[src/rtl/enemy_run_sequencer.sv]
// Single running-enemy sequencer: spawn, walk, animate, die, plus the per-pixel
// sprite ROM address and in-sprite flag, registered to match the ROM latency.
module enemy_run_sequencer #(
    parameter int unsigned SPRITE_W   = 40,
    parameter int unsigned SPRITE_H   = 66,
    parameter int unsigned SCREEN_W   = 640,
    parameter int unsigned NUM_FRAMES = 6,
    parameter int unsigned FRAME_HOLD = 4,
    parameter int unsigned SPEED      = 2,
    parameter int unsigned DIE_HOLD   = 30,
    parameter int unsigned ENEMY_Y    = 300
) (
    input  logic        vga_clk,
    input  logic        reset_n,
    input  logic        frame_start,
    input  logic        spawn,
    input  logic [9:0]  spawn_x,
    input  logic        spawn_dir,
    input  logic        kill,
    input  logic [9:0]  DrawX,
    input  logic [9:0]  DrawY,
    input  logic        blank,
    output logic        active,
    output logic        dying,
    output logic [2:0]  frame_sel,
    output logic [9:0]  enemy_x,
    output logic [11:0] rom_address,
    output logic        in_sprite
);

    localparam int unsigned HOLD_MAX = (DIE_HOLD > FRAME_HOLD) ? DIE_HOLD : FRAME_HOLD;
    localparam int unsigned HW       = $clog2(HOLD_MAX);
    localparam logic [9:0]  X_MAX    = 10'(SCREEN_W - SPRITE_W);

    typedef enum logic [1:0] {StIdle, StRun, StDying} state_e;

    state_e          state_q, state_d;
    logic            dir_q, dir_d;
    logic [2:0]      frame_q, frame_d;
    logic [9:0]      x_q, x_d;
    logic [HW-1:0]   hold_q, hold_d;
    logic            leave;

    logic            in_box;
    logic [10:0]     x_hi;
    logic [11:0]     dx, dy, addr_d;

    // A move that would push any part of the sprite off-screen ends the run instead.
    assign leave = dir_q ? (({1'b0, x_q} + 11'(SPEED)) > {1'b0, X_MAX})
                         : (x_q < 10'(SPEED));

    always_comb begin
        state_d = state_q;
        dir_d   = dir_q;
        frame_d = frame_q;
        x_d     = x_q;
        hold_d  = hold_q;
        case (state_q)
            StIdle: begin
                if (spawn) begin
                    state_d = StRun;
                    x_d     = (spawn_x > X_MAX) ? X_MAX : spawn_x;
                    dir_d   = spawn_dir;
                    frame_d = '0;
                    hold_d  = '0;
                end
            end
            StRun: begin
                if (kill) begin
                    state_d = StDying;
                    hold_d  = '0;
                end else if (frame_start) begin
                    if (leave) begin
                        state_d = StIdle;
                    end else begin
                        x_d = dir_q ? (x_q + 10'(SPEED)) : (x_q - 10'(SPEED));
                        if (hold_q == HW'(FRAME_HOLD - 1)) begin
                            hold_d  = '0;
                            frame_d = (frame_q == 3'(NUM_FRAMES - 1)) ? 3'd0 : frame_q + 3'd1;
                        end else begin
                            hold_d = hold_q + 1'b1;
                        end
                    end
                end
            end
            StDying: begin
                if (frame_start) begin
                    if (hold_q == HW'(DIE_HOLD - 1)) begin
                        state_d = StIdle;
                        hold_d  = '0;
                    end else begin
                        hold_d = hold_q + 1'b1;
                    end
                end
            end
            default: state_d = StIdle;
        endcase
    end

    always_comb begin
        x_hi   = {1'b0, x_q} + 11'(SPRITE_W - 1);
        in_box = (DrawX >= x_q) && ({1'b0, DrawX} <= x_hi) &&
                 (DrawY >= 10'(ENEMY_Y)) && ({1'b0, DrawY} <= 11'(ENEMY_Y + SPRITE_H - 1));
        dx     = 12'(DrawX - x_q);
        dy     = 12'(DrawY - 10'(ENEMY_Y));
        addr_d = in_box ? (dy * 12'(SPRITE_W) + dx) : 12'd0;
    end

    always_ff @(posedge vga_clk or negedge reset_n) begin
        if (!reset_n) begin
            state_q     <= StIdle;
            dir_q       <= 1'b0;
            frame_q     <= '0;
            x_q         <= '0;
            hold_q      <= '0;
            rom_address <= '0;
            in_sprite   <= 1'b0;
        end else begin
            state_q     <= state_d;
            dir_q       <= dir_d;
            frame_q     <= frame_d;
            x_q         <= x_d;
            hold_q      <= hold_d;
            rom_address <= addr_d;
            in_sprite   <= in_box && blank && (state_q != StIdle);
        end
    end

    assign active    = (state_q != StIdle);
    assign dying     = (state_q == StDying);
    assign frame_sel = frame_q;
    assign enemy_x   = x_q;

endmodule

[config.mk]
export PLATFORM = sky130hd
export DESIGN_NAME = enemy_run_sequencer
export DESIGN_NICKNAME = d
export VERILOG_FILES = /design/src/rtl/enemy_run_sequencer.sv
export SDC_FILE = /design/constraint.sdc
export NUM_CORES = 1
export LEC_CHECK = 0
export CAP_MARGIN = 20
export CORE_MARGIN = 2
export CORE_UTILIZATION = 40
export DETAILED_ROUTE_END_ITERATION = 7
export HOLD_SLACK_MARGIN = 0.02
export SLEW_MARGIN = 25
export SYNTH_ARGS = -nofsm -noshare
export SYNTH_HDL_FRONTEND = slang
export SYNTH_SLANG_ARGS = --single-unit
export TNS_END_PERCENT = 5
[constraint.sdc]
create_clock -name vga_clk -period 4 [get_ports vga_clk]
set_clock_uncertainty 0.05 [all_clocks]
set_input_delay 1.2 -clock vga_clk [delete_from_list [all_inputs] [get_ports vga_clk]]
set_output_delay 1.2 -clock vga_clk [all_outputs]
set_load 0.01 [all_outputs]
After elaboration in Yosys (flattened, before gate mapping). Index checks and enable logic that the tools add are counted.

Input bits: 37. Output and inout bits: 28. Logic and storage cells: 84. Bits in latches: 0. Memories kept: 0. Bits in writable memories: 0. Register bits: 34. ROM bits: 0.

Shift-type cells: 0. Bitwise gates (word level): 0. Divide/modulo/power cells: 0. Add/sub/neg operators: 9. Muxes and demuxes: 31. Reductions and logical operators: 14. Order comparisons: 7. Multipliers: 1. Equality and inequality tests: 15.

Operator list (number): two-way mux 10 bit (6); two-way mux 5 bit (7); case mux 10 bit (2 select lines) (1); two-way mux 3 bit (6); case mux 5 bit (3 select lines) (1); AND reduction 5 bit (3); adder 12 bit (1); multiplier 12 x 3 -> 9 bit (second input constant) (1); two-way mux 12 bit (1); two-way mux 2 bit (6); != test 2 bit (second input constant) (6); adder 10 x 2 -> 11 bit (second input constant) (1); adder 10 x 6 -> 11 bit (second input constant) (1); greater-than comparator 11 x 10 -> 1 bit (second input constant) (1); less-or-equal comparator 10 x 11 -> 1 bit (1); subtractor 10 x 10 -> 11 bit (1); subtractor 10 x 9 -> 11 bit (second input constant) (1); adder 10 x 2 -> 10 bit (second input constant) (1); greater-or-equal comparator 10 bit (1); greater-or-equal comparator 10 x 9 -> 1 bit (second input constant) (1); greater-than comparator 10 bit (second input constant) (1); less-or-equal comparator 10 x 9 -> 1 bit (second input constant) (1); < comparator 10 x 2 -> 1 bit (second input constant) (1); subtractor 10 x 2 -> 10 bit (second input constant) (1); other kinds (18) (25).

Logic depth before layout (Yosys ltp). Gate-level depths: netlist (run 1).

Depth after elaboration: 7. Mapped depth: 17. Depth with buffers taken out: 17.

Worst setup path after synthesis (run 1). Ideal clock, no wire load.

Path kind: input port to flip-flop. Start point: input DrawX[0]. End point: register rom_address[11]. Path buffers: 0. Cell stages on the path: 15. Path slack: -0.041 ns. Library setup time: 0.119 ns. Data required time: 3.831 ns. Data arrival time: 3.872 ns. Cell sequence: inv_1 ha_1 inv_1 fa_1 a21o_1 a21oi_1 xnor2_1 fa_1 a21o_1 a21oi_1 o21bai_1 a2111oi_0 nor3_1 xnor2_1 nor2_1.

Longest elaborated chain between the ends: 5. Elaborated cells on any way between the ends: 8. Classes of those cells: add/sub (2); order compare (2); mux (1); reduce/logical (3).

Ends and longest elaborated chain: start, declared (line 20) `input logic [9:0] DrawX,`; parallel branches: the longest is 4 deep, another holds adder 12 bit; two-way mux 12 bit (*) (line 106) `addr_d = in_box ? (dy * 12'(SPRITE_W) + dx) : 12'd0;`; net addr_d[11] (line 46) `logic [11:0] dx, dy, addr_d;`; end signal, assigned (line 124) `rom_address <= addr_d;`; end, declared (line 27) `output logic [11:0] rom_address,`.

Mark *: on every way through the listed nets, which the timed path passes. A chain may end at the register's enable or synchronous reset.

Worst setup path after layout (run 1).
Start point: input DrawY[3]. End point: register rom_address[10].

Longest elaborated chain between the ends: 4. Elaborated cells on any way between the ends: 8. Classes of those cells: add/sub (2); mul (1); order compare (2); mux (1); reduce/logical (2).

Ends and longest elaborated chain: start, declared (line 21) `input logic [9:0] DrawY,`; subtractor 10 x 9 -> 11 bit / greater-or-equal comparator 10 x 9 -> 1 bit (equally long branches) (line 105, 103); multiplier 12 x 3 -> 9 bit / logical AND 1 bit (equally long branches) (line 106, 102); adder 12 bit / logical AND 1 bit (equally long branches) (line 106, 103); two-way mux 12 bit (*) (line 106); net addr_d[10] (line 46).

The timed path passes the listed nets; every way through them passes the cells marked *.

==> impl_metrics.json, run 1 <==
{
  "tightest_slew_ns": 0.5263,
  "io_pins": 65,
  "yosys_warnings": 0,
  "arrival_ns": 4.08,
  "fill_cells": 800,
  "syn-num-nets": 532,
  "cts-root-buf": "clkbuf_8",
  "dpl.cell_count": 641,
  "p_leak_nw": 2.238,
  "synth_edf_count": 0,
  "detail_route.wl_per_cell_um": 15.52,
  "finalPower_w": 0.004192,
  "relSlewSlack": 0.6483,
  "cp_max_fo": 3,
  "fin_area_mm2": 0.005074,
  "ys_seq_area_frac": 0.2327,
  "drv_cap": 0,
  "grt_max_degree": 35,
  "synth_seq_cells": 34,
  "period_share": 0.9898,
  "cts.clk_slew.worst_paths_ns": 0.07,
  "synthDominantCellAreaShare": 0.2327,
  "placed_area_mm2": 0.004669,
  "clockBufferDepth": 2,
  "ant_nets": 0,
  "hold_viol": 0,
  "status": "completed",
  "clkLatencyLatePin_ns": 0.29,
  "vias_per_cell": 5.492,
  "rsz0062_at_grt": "true",
  "start_util": 0.4152,
  "holdBufCountCts": 0,
  "synth.distinct_cells": 65,
  "io_buffer_count": 64,
  "cts_max_level": 2,
  "dieHeight_um": 99.61,
  "avgSynthCellArea_um2": 8.290,
  "fin_ws_ns": 0.04090,
  "wirelength_um": 10260,
  "dpl_worst_slack_ns": -0.6270,
  "rr_worst_depth": 12,
  "worstHoldPathType": "reg -> reg",
  "drc": 0,
  "fin_cells": 661,
  "synth.area.top_cells": "dfrtp_1 23%, ha_1 17%, xnor2_1 6.9%, nor2_1 4.7%, o21ai_0 4.0%",
  "clock_sinks": 34,
  "crit_type": "in -> reg",
  "critPathCaptureType": "flip-flop",
  "yosysTopAreaCell": "dfrtp_1",
  "synth_common_cells": "51 x ha_1, 46 x nor2_1, 34 x dfrtp_1, 34 x inv_1, 34 x nand2_1",
  "cts_made_buffers": 5,
  "nets": 644,
  "cp.required_ns": 4.12,
  "die_x_um": 99.61,
  "p_per_area_mw_per_mm2": 826.2,
  "overflow": 0,
  "start_kind": "primary input",
  "period_minus_slack_ns": 3.959,
  "yosysMostFrequentCell": "ha_1",
  "drive_gt1_frac": 0.1971,
  "grt_pass1_vias": 3644,
  "first_pass_iters": 4,
  "synth-main-ff-cell": "dfrtp_1",
  "ir_drop_mv": 0.4290,
  "drtIter0Drc": 167,
  "postSynthCellCount": 441,
  "finalWeightedCongestion": 0.8772,
  "synthArstFlopShare": 1.000,
  "syn_to_final_growth_pct": 38.77,
  "drv_slew": 0,
  "dieArea_mm2": 0.009921,
  "hold-path-cell-count": 1,
  "cts_tree": "done",
  "grt_pass1_wl_um": 17150,
  "syn_area_mm2": 0.003656,
  "antenna_found_initial": 0,
  "antenna_cells": 0,
  "core_mm2": 0.008806,
  "grt_usage": 0.2118,
  "dp_hpwl_um": 8028,
  "fmax_mhz": 252.6,
  "num_vias": 3630,
  "rows": 34,
  "finalSetupViolCount": 0
}
worst max-delay path, cell delays in order:
cell             delay (ns)
clkdlybuf4s50_1        0.46
ha_4                   0.20
xnor2_2                0.14
ha_1                   0.32
ha_1                   0.33
a21o_1                 0.18
a21oi_1                0.23
xnor2_2                0.16
ha_2                   0.26
buf_4                  0.13
nor2_1                 0.04
nor2_1                 0.09
o41a_1                 0.16
xnor2_1                0.12
nor2_1                 0.06
where the power goes:
group	leakage (nW)	total [W]	switching, W	internal, W
Clock	0.0573	0.000324	0.000124	0.000199
Combinational	1.74	0.00328	0.00168	0.00160
Sequential	0.443	0.000589	0.000153	0.000436
Total	2.24	0.00419	0.00195	0.00224
cell usage in the layout, fill, tap and decap left out, types with 9 or more instances in the layout:
master / instances
a21oi_1: 18
buf_4: 53
clkdlybuf4s50_1: 62
dfrtp_1: 34
ha_1: 41
inv_1: 32
mux2i_1: 9
nand2_1: 34
nand3_1: 11
nor2_1: 45
nor3_1: 16
o21ai_0: 29
xnor2_1: 24
cells by family (layout without fill, tap and decap cells):
kind of cell             after synthesis  after routing  synth area share
AO/OA/AOI/OAI                        120            120            0.2283
XOR/XNOR                              36             36           0.08624
adder cells (fa/ha/maj)               54             54            0.1910
buffers and inverters                 47            159           0.05510
flip-flops                            34             34            0.2327
multiplexers                          10             10           0.02772
AND/OR/NAND/NOR                      140            140            0.1790
registers in the layout (all words and copies together), names as in the netlist:
signal	cells
dir_q	1
enemy_x	10
frame_sel	3
hold_q	5
in_sprite	1
rom_address	12
state_q	2
per-layer routing:
layer	share of wire	routed length [um]	vias up	GRT usage
li1	-	-	1803	-
met1	0.44	4523	1712	0.2709
met2	0.49	5008	91	0.3540
met3	0.037	377	24	0.02952
met4	0.034	347	0	0.09800
met5	0	0	-	0
repair_timing:
| item | CTS | global route |
|---|---|---|
| setup endpoints to repair | 4 | 13 |
| pin swaps | 17 | 10 |
| buffers inserted | 12 | 1 |
| resized for setup | 22 | 20 |
metrics by stage:
stage                     hold WS (ns)  setup TNS (ns)    util
after global routing            0.5329         -0.1507  0.5762
after detailed placement        0.4972          -2.069  0.5303
final                           0.5060               0  0.5762
after CTS                       0.5048       -0.005399  0.5618
after floorplan                 0.4531               0       -
after global placement          0.4779          -1.824  0.5303
path summary, 6_finish.rpt:
path | start | to | slack (ns)
hold / removal | hold_q[0]$_DFFE_PN0P_ | hold_q[0]$_DFFE_PN0P_ | 0.51
setup reg to reg | enemy_x[1]$_DFFE_PN0P_ | in_sprite$_DFF_PN0_ | 0.70
max in group asynchronous | reset_n | frame_sel[0]$_DFFE_PN0P_ | 2.31
setup / recovery | DrawY[3] | rom_address[10]$_DFF_PN0_ | 0.04
min in group asynchronous | reset_n | rom_address[8]$_DFF_PN0_ | 1.28
hold reg to reg | hold_q[0]$_DFFE_PN0P_ | hold_q[0]$_DFFE_PN0P_ | 0.51
final cells by class:
type,count,area [um^2],area share
inverters,34,127.6,0.02515
flip-flops and latches,34,850.8,0.1677
clock inverters,1,30.03,0.005919
well taps,108,135.1,0.02663
multi-input cells,360,2804,0.5527
repair buffers,118,1044,0.2057
clock buffers,6,82.58,0.01628
Power figures use the tool's default switching activity.
==> run 2: changes to the inputs <==
--- a/config.mk
+++ b/config.mk
@@ -9,7 +9,7 @@
 export CORE_MARGIN = 2
 export CORE_UTILIZATION = 40
 export DETAILED_ROUTE_END_ITERATION = 7
-export HOLD_SLACK_MARGIN = 0.02
+export HOLD_SLACK_MARGIN = 0.05
 export SLEW_MARGIN = 25
 export SYNTH_ARGS = -nofsm -noshare
 export SYNTH_HDL_FRONTEND = slang
==> results of run 2 <==
The final DEF is identical to that of run 1; final timing and power are the same.
==> run 3: changes to the inputs <==
--- a/config.mk
+++ b/config.mk
@@ -5,11 +5,12 @@
 export SDC_FILE = /design/constraint.sdc
 export NUM_CORES = 1
 export LEC_CHECK = 0
-export CAP_MARGIN = 20
+export CAP_MARGIN = 25
 export CORE_MARGIN = 2
 export CORE_UTILIZATION = 40
 export DETAILED_ROUTE_END_ITERATION = 7
 export HOLD_SLACK_MARGIN = 0.05
+export RECOVER_POWER = 50
 export SLEW_MARGIN = 25
 export SYNTH_ARGS = -nofsm -noshare
 export SYNTH_HDL_FRONTEND = slang
==> run 3 against run 2 <==
Effect of this change:
- the flow now finishes with violations (max-capacitance violations, max-slew violations)
- cell area about the same
- final cell count did not move
- register-to-register slack hardly changed
- sequential cell count unchanged
- clock power barely moved
- first-iteration DRC count stayed put
- non-clock buffer count stayed put
==> impl_metrics.json, run 3 (synthesized netlist as in run 1, its figures left out) <==
{
  "nets": 644,
  "dieArea_mm2": 0.009921,
  "hold-path-cell-count": 1,
  "r2r-start": "enemy_x[1]$_DFFE_PN0P_",
  "detail_route.wl_per_cell_um": 15.51,
  "r2r_slack_ns": 0.69,
  "antenna_found_initial": 0,
  "rsz0062_at_grt": "true",
  "violations": "max-capacitance violations, max-slew violations",
  "rr_worst_depth": 12,
  "grt_pass1_wl_um": 17150,
  "whs_endpoint": "hold_q[0]$_DFFE_PN0P_",
  "path_cells": "clkdlybuf4s50_1, ha_4, xnor2_2, ha_1, ha_1, a21o_1, a21oi_1, xnor2_2, ha_2, buf_4, nor2_1, nor2_1, o41a_1, xnor2_1, nor2_1",
  "multi_input_area_mm2": 0.002804,
  "drv_slew": 35,
  "core_mm2": 0.008806,
  "clockBufferDepth": 2,
  "dpl_worst_slack_ns": -0.6270,
  "io_pins": 65,
  "dr.max_layer_used": "met4",
  "worstHoldStart": "hold_q[0]$_DFFE_PN0P_",
  "ant_nets": 0,
  "fmax_mhz": 252.7,
  "clkLatencyLatePin_ns": 0.29,
  "regArea_um2": 850.8,
  "dp_hpwl_um": 8028,
  "cts-root-buf": "clkbuf_8",
  "overflow": 0,
  "grt_usage": 0.2118,
  "crit_path_frequent_cell": "nor2_1",
  "dieHeight_um": 99.61,
  "holdBufCountCts": 0,
  "die_x_um": 99.61,
  "largest_register": "rom_address",
  "period_minus_slack_ns": 3.957,
  "final_common_cell": "buf_4",
  "wl_met1_um": 4529,
  "drtIter0Drc": 167,
  "relSlewSlack": -0.2461,
  "largest_reg_flops": 12,
  "fin_ws_ns": 0.04285,
  "start_util": 0.4152,
  "cts_made_buffers": 5,
  "clock_sinks": 34,
  "io_buffer_count": 64,
  "worstHoldPathType": "reg -> reg",
  "finalWeightedCongestion": 0.8772,
  "slowest_delay_ns": 0.46,
  "rows": 34,
  "critPathCaptureType": "flip-flop",
  "drc": 0,
  "fin_area_mm2": 0.005070,
  "drv_cap": 1,
  "cts_tree": "done",
  "tightest_slew_ns": 1.869,
  "grt_pass1_vias": 3644,
  "grt_max_degree": 35,
  "mostFrequentLayoutCells": "52 x buf_4, 48 x clkdlybuf4s50_1, 45 x nor2_1, 41 x ha_1",
  "finalSetupViolCount": 0,
  "period_share": 0.9893,
  "hold_viol": 0,
  "p_per_area_mw_per_mm2": 826.5,
  "cp_max_fo": 3,
  "worst_path_max_delay_cell": "clkdlybuf4s50_1",
  "cp.required_ns": 4.12,
  "path_buf_inv": 2,
  "first_pass_iters": 4,
  "cts.clk_slew.worst_paths_ns": 0.07,
  "fill_cells": 802,
  "num_vias": 3633,
  "r2r-end": "in_sprite$_DFF_PN0_",
  "syn_to_final_growth_pct": 38.67,
  "vias_per_cell": 5.496,
  "finalPower_w": 0.004190,
  "wirelength_um": 10260,
  "crit_type": "in -> reg",
  "cts_max_level": 2,
  "setup_tns_ns": 0,
  "arrival_ns": 4.08,
  "critPathTopFamily": "adder cells",
  "ir_drop_mv": 0.4295,
  "drive_gt1_frac": 0.1953,
  "p_leak_nw": 2.278,
  "wl_met3_um": 379,
  "utilization": 0.5757,
  "status": "complete, but fails checks",
  "wl_met2_um": 4986,
  "antenna_cells": 0,
  "placed_area_mm2": 0.004669,
  "start_kind": "primary input"
}
-- run 3: cell types whose count changed in the layout (fill, tap and decap cells not counted), sizes merged --
| cell | delta |
|---|---|
| clkdlybuf4s50 | -14 |
| clkbuf | +1 |
| buf | -1 |
| dlygate4sd3 | +14 |
-- run 3: per-stage QoR --
step                hold WS (ns)  cells
finish                    0.5060    661
global route              0.5329    661
CTS                       0.5048    660
detailed placement        0.4972    641
global placement          0.4779    641
floorplan                 0.4531    441
-- run 3: worst max path at each step --
stage	startpoint	endpoint	slack, ns	cells after the start
global placement	DrawX[0]	rom_address[11]$_DFF_PN0_	-0.58	17
finish	DrawY[3]	rom_address[10]$_DFF_PN0_	0.04	15
CTS	DrawY[3]	rom_address[10]$_DFF_PN0_	-0.005	14
detailed placement	DrawX[0]	rom_address[11]$_DFF_PN0_	-0.63	16
global route	DrawY[3]	rom_address[10]$_DFF_PN0_	-0.08	15
floorplan	DrawX[0]	rom_address[11]$_DFF_PN0_	0.03	15
-- run 3: power by group --
part / switching, W / internal, W
Clock: 0.000126 / 0.000199
Sequential: 0.000152 / 0.000436
Combinational: 0.00168 / 0.00160
-- run 3: what timing repair did --
action | in CTS | in global routing
resized for setup | 22 | 20
cloned | 0 | 0
setup buffers | 12 | 1
endpoints found under the setup margin | 4 | 13
pin swaps | 17 | 10
-- run 3: per-layer routing --
layer | global-route usage | vias to the layer above
met5 | 0 | -
met4 | 0.09800 | 0
met3 | 0.02952 | 25
met2 | 0.3540 | 88
met1 | 0.2709 | 1717
li1 | - | 1803
-- run 3: cell type report --
type	count	share of cell area
timing repair buffer	118	0.2051
sequential	34	0.1678
clock buffer	6	0.01629
clock inverter	1	0.005923
inverter	34	0.02517
tap	108	0.02665
multi-input combinational	360	0.5531
